===== src/rtl/sisc_pkg.sv =====
// Shared definitions for the sisc processor: address width, default
// instruction width and reset vector, and the fetch sequencer state encoding.
package sisc_pkg;

    localparam int ADDR_W = 16;
    localparam int INSTR_W_DEFAULT = 32;
    localparam logic [ADDR_W-1:0] RESET_VEC_DEFAULT = 16'h0000;

    typedef enum logic [1:0] {
        IDLE  = 2'd0,
        FETCH = 2'd1,
        VALID = 2'd2,
        HALT  = 2'd3
    } fetch_state_e;

endpackage


===== src/rtl/pc_reg.sv =====
// Program counter register: holds the PC, exposes PC+1, and on load takes
// either the sequential successor or the branch target.
module pc_reg
    import sisc_pkg::*;
#(
    parameter logic [ADDR_W-1:0] RESET_VEC = RESET_VEC_DEFAULT
) (
    input  logic              clk,
    input  logic              rst_f,
    input  logic              load,
    input  logic              sel_br,
    input  logic [ADDR_W-1:0] br_addr,
    output logic [ADDR_W-1:0] pc,
    output logic [ADDR_W-1:0] pc_inc
);

    logic [ADDR_W-1:0] pc_q;
    logic [ADDR_W-1:0] pc_d;

    // Successor wraps modulo 2^ADDR_W.
    assign pc_inc = pc_q + ADDR_W'(1);
    assign pc     = pc_q;

    always_comb begin
        pc_d = pc_q;
        if (load) begin
            pc_d = sel_br ? br_addr : pc_inc;
        end
    end

    always_ff @(posedge clk or negedge rst_f) begin
        if (!rst_f) begin
            pc_q <= RESET_VEC;
        end else begin
            pc_q <= pc_d;
        end
    end

endmodule


===== src/rtl/pc_fetch.sv =====
// Program counter and instruction-fetch sequencer: fetches the word at the
// current PC over req/ack, holds it in ir, and advances the PC on retire.
module pc_fetch
    import sisc_pkg::*;
#(
    parameter logic [ADDR_W-1:0] RESET_VEC = RESET_VEC_DEFAULT,
    parameter int                INSTR_W   = INSTR_W_DEFAULT
) (
    input  logic               clk,
    input  logic               rst_f,
    input  logic [ADDR_W-1:0]  br_addr,
    input  logic               br_taken,
    input  logic               pc_write,
    input  logic               stall,
    input  logic               halt,
    input  logic               imem_ack,
    input  logic [INSTR_W-1:0] imem_data,
    output logic [ADDR_W-1:0]  pc_out,
    output logic [ADDR_W-1:0]  pc_inc,
    output logic               imem_req,
    output logic [INSTR_W-1:0] ir,
    output logic               ir_valid,
    output logic               halted
);

    fetch_state_e       state_q;
    fetch_state_e       state_d;
    logic [INSTR_W-1:0] ir_q;
    logic [INSTR_W-1:0] ir_d;
    logic               imem_req_q;
    logic               imem_req_d;
    logic               ir_valid_q;
    logic               ir_valid_d;
    logic               halted_q;
    logic               halted_d;
    logic               pc_load;

    pc_reg #(
        .RESET_VEC (RESET_VEC)
    ) u_pc_reg (
        .clk     (clk),
        .rst_f   (rst_f),
        .load    (pc_load),
        .sel_br  (br_taken),
        .br_addr (br_addr),
        .pc      (pc_out),
        .pc_inc  (pc_inc)
    );

    // A retire is accepted only in VALID with no stall; a halting retire
    // freezes the PC instead of loading it.
    always_comb begin
        state_d = state_q;
        ir_d    = ir_q;
        pc_load = 1'b0;
        case (state_q)
            IDLE: begin
                state_d = FETCH;
            end
            FETCH: begin
                if (imem_ack) begin
                    state_d = VALID;
                    ir_d    = imem_data;
                end
            end
            VALID: begin
                if (pc_write && !stall) begin
                    state_d = halt ? HALT : FETCH;
                    pc_load = !halt;
                end
            end
            HALT: begin
                state_d = HALT;
            end
            default: begin
                state_d = IDLE;
            end
        endcase
    end

    // Outputs are registered decodes of the next state so they change on
    // the same edge as the state itself.
    always_comb begin
        imem_req_d = (state_d == FETCH);
        ir_valid_d = (state_d == VALID);
        halted_d   = (state_d == HALT);
    end

    always_ff @(posedge clk or negedge rst_f) begin
        if (!rst_f) begin
            state_q    <= IDLE;
            ir_q       <= '0;
            imem_req_q <= 1'b0;
            ir_valid_q <= 1'b0;
            halted_q   <= 1'b0;
        end else begin
            state_q    <= state_d;
            ir_q       <= ir_d;
            imem_req_q <= imem_req_d;
            ir_valid_q <= ir_valid_d;
            halted_q   <= halted_d;
        end
    end

    assign imem_req = imem_req_q;
    assign ir       = ir_q;
    assign ir_valid = ir_valid_q;
    assign halted   = halted_q;

endmodule


===== config.mk =====
export PLATFORM = sky130hd
export DESIGN_NAME = pc_fetch
export DESIGN_NICKNAME = d
export VERILOG_FILES = /design/src/rtl/sisc_pkg.sv /design/src/rtl/pc_reg.sv /design/src/rtl/pc_fetch.sv
export SDC_FILE = /design/constraint.sdc
export NUM_CORES = 1
export LEC_CHECK = 0
export BUFFER_PORTS_ARGS = -buffer_cell sky130_fd_sc_hd__buf_2
export CORE_ASPECT_RATIO = 0.9
export CORE_UTILIZATION = 49
export CTS_BUF_LIST = sky130_fd_sc_hd__clkbuf_8
export CTS_CLUSTER_SIZE = 30
export DETAILED_ROUTE_END_ITERATION = 7
export PLACE_DENSITY = 0.94
export SYNTH_ARGS = -nofsm -noshare
export SYNTH_HDL_FRONTEND = slang
export SYNTH_HIERARCHICAL = 1
export SYNTH_SLANG_ARGS = --single-unit

===== constraint.sdc =====
create_clock -name clk -period 2.2 [get_ports clk]
set_input_delay 0.22 -clock clk [delete_from_list [all_inputs] [get_ports clk]]
set_output_delay 0.22 -clock clk [all_outputs]
set_load 0.05 [all_outputs]

==> results_dict.tcl <==
set metrics [dict create \
    outcome "finished clean" \
    rows 25 \
    drtIter0Drc 105 \
    root_buffer "clkbuf_8" \
    first_pass_iters 4 \
    relSlewSlack_pct 58.6 \
    arrival_ns 1.91 \
    gp_congestion 0.805 \
    via_per_inst 5.33 \
    path_clk_slew_ns 0.10 \
    layoutNonFillerInstCount 420 \
    io_buffers 121 \
    syn2layout_area_growth_pct 34.3 \
    path_max_fanout 7 \
    path_class "reg2out" \
    reg2reg_depth 5 \
    worst_ir_drop_vdd_uv 532 \
    min_period_over_period_pct 96.8 \
    pin_count 122 \
    setup_viol 0 \
    critPathLaunchType "flip-flop" \
    crit_required_ns 1.98 \
    yosys.cell_types.count 45 \
    cts_buffers 5 \
    die_area_um2 5900 \
    netlist.area_leader.share_pct 48.4 \
    min_period_ns 2.13 \
    synth_area_leader_cell "dfrtp_1" \
    maxSlewViolCount 0 \
    drive_above_1_share_pct 58.6 \
    mappedNetlistArea_um2 2740 \
    drc 0 \
    grt_max_degree 35 \
    worst_pin_slew_ns 0.621 \
    final_common_cell "buf_2" \
    drt_wl_total_um 6430 \
    clock-sinks 53 \
    die_y_um 72.9 \
    final_cell_mix "buf_2 (118), dfrtp_1 (42), mux2_4 (28)" \
    wire_per_inst_um 15.3 \
    largest_register_ffs 32 \
    place_hpwl_um 4690 \
    yosysSeqAreaShare_pct 48.4 \
    post-route-util_pct 69.2 \
    leakage_nw 1.84 \
    drv_cap 0 \
    cts_max_level 2 \
    holdPathStages 2 \
    yosys_warnings 6 \
    grt_pass1_wl_um 9700 \
    final.setup_skew_ns 0.0110 \
    hold_path_class "in2reg" \
    synth_cells 226 \
    track_usage_pct 21.6 \
    fmax_ghz 0.469 \
    grt_overflow_total 0 \
    dp_cells 405 \
    cts_tree "yes" \
    synthTopCellsByArea "dfrtp_1 (48%), mux2_4 (15%), xnor2_1 (2.6%)" \
    rsz0062_at_grt "yes" \
    tns_ns 0 \
    fin_nets 409 \
    finalHoldViolations 0 \
    clk_latency_ns 0.30 \
    die_width_um 80.8 \
    synth_nets 282 \
    antenna_left 0 \
    core_um2 5320 \
    synth-seq-cells 53 \
    cts_max_path_buffers 2 \
    power.total_w 0.00315 \
    avgSynthCellArea_um2 12.1 \
    grt_pass1_vias 2096 \
    antenna_found_initial 0 \
    cp-end-kind "primary output" \
    p_per_area_nw_per_um2 856 \
    start_util_pct 51.5 \
    antennaDiodeCount 0 \
    vias 2239 \
]
==> logic make-up (layout without fill, tap and decap cells) <==
kind of cell    after synthesis  in the layout  share of synthesized area (%)
buf+inv                      19            146                           4.34
xor+xnor                     14             14                           4.47
flops                        53             53                           48.4
compound gates               39             39                           10.5
fa+ha+maj                     1              1                          0.457
simple gates                 66             66                           14.2
mux                          34             34                           17.7
==> power breakdown <==
group	total [W]	switching, W	internal, W
Sequential	0.00125	0.000117	0.00114
Clock	0.000524	0.000304	0.000220
Combinational	0.00137	0.000960	0.000414
==> path summary, 6_finish.rpt <==
path,from,end,slack [ns]
max in group asynchronous,rst_f,ir[6]$_DFFE_PN0P_,1.20
setup / recovery,u_pc_reg/pc[0]$_DFFE_PN0P_,pc_inc[8],0.07
setup reg to reg,state_q[0]$_DFF_PN0_,u_pc_reg/pc[14]$_DFFE_PN0P_,0.39
hold / removal,imem_data[15],ir[15]$_DFFE_PN0P_,0.14
min in group asynchronous,rst_f,u_pc_reg/pc[8]$_DFFE_PN0P_,0.45
hold reg to reg,ir[18]$_DFFE_PN0P_,ir[18]$_DFFE_PN0P_,0.51
==> cells in the mapped netlist (all sizes together) <==
cell type  count
dfrtp         53
mux2          32
nand2         15
nor2          14
nand3         10
a21oi          9
o21ai          9
buf            8
xnor2          8
inv            6
xor2           6
nor2b          5
clkbuf         4
nor3           4
o311ai         4
a22o           3
nand3b         3
nand4          3
o21a           3
a211o          2
and2b          2
mux2i          2
nand2b         2
o41ai          2
or3            2
or4            2
a21bo          1
a21boi         1
a22oi          1
a2bb2oi        1
and2           1
and3b          1
clkinv         1
ha             1
nor4           1
o211ai         1
o22ai          1
o31ai          1
or3b           1
==> critical path, cell delays in order (launching register included) <==
cell     delay, ns
dfrtp_2       0.44
ha_4          0.18
nand2_2       0.12
or3_2         0.51
xnor2_2       0.17
buf_6         0.18
==> layout make-up <==
class | instances | area [µm²]
inverters | 7 | 26.3
fillers | 382 | 1640
well taps | 67 | 83.8
multi-input cells | 154 | 1430
repair buffers | 132 | 718
flip-flops and latches | 53 | 1340
clock buffers | 5 | 68.8
clock inverters | 2 | 16.3
==> timing repair <==
action | in CTS | in global routing
endpoints found under the hold margin | 24 | 0
pin swaps | 0 | 1
hold buffers | 1 | 0
buffers inserted | 0 | 7
resized for setup | 14 | 8
endpoints found under the setup margin | 6 | 7
==> per-layer routing <==
layer  share of wire, %  vias up  routed length [µm]  GRT usage [%]
li1                   -     1051                   -              -
met1                 42     1075                2700           28.0
met2                 51      105                3280           36.1
met3                5.7        8                 365           4.13
met4                1.4        0                  87           7.34
met5                  0        -                   0              0
==> through the flow <==
stage               hold slack (ns)  worst slack (ns)  area, µm²
floorplan                   -0.0756            -0.130       2840
global placement              0.248             0.266       3470
detailed placement            0.257             0.195       3470
CTS                           0.131           0.00818       3600
global route                  0.126          -0.00464       3680
finish                        0.142            0.0697       3680
Power figures use the tool's default switching activity.
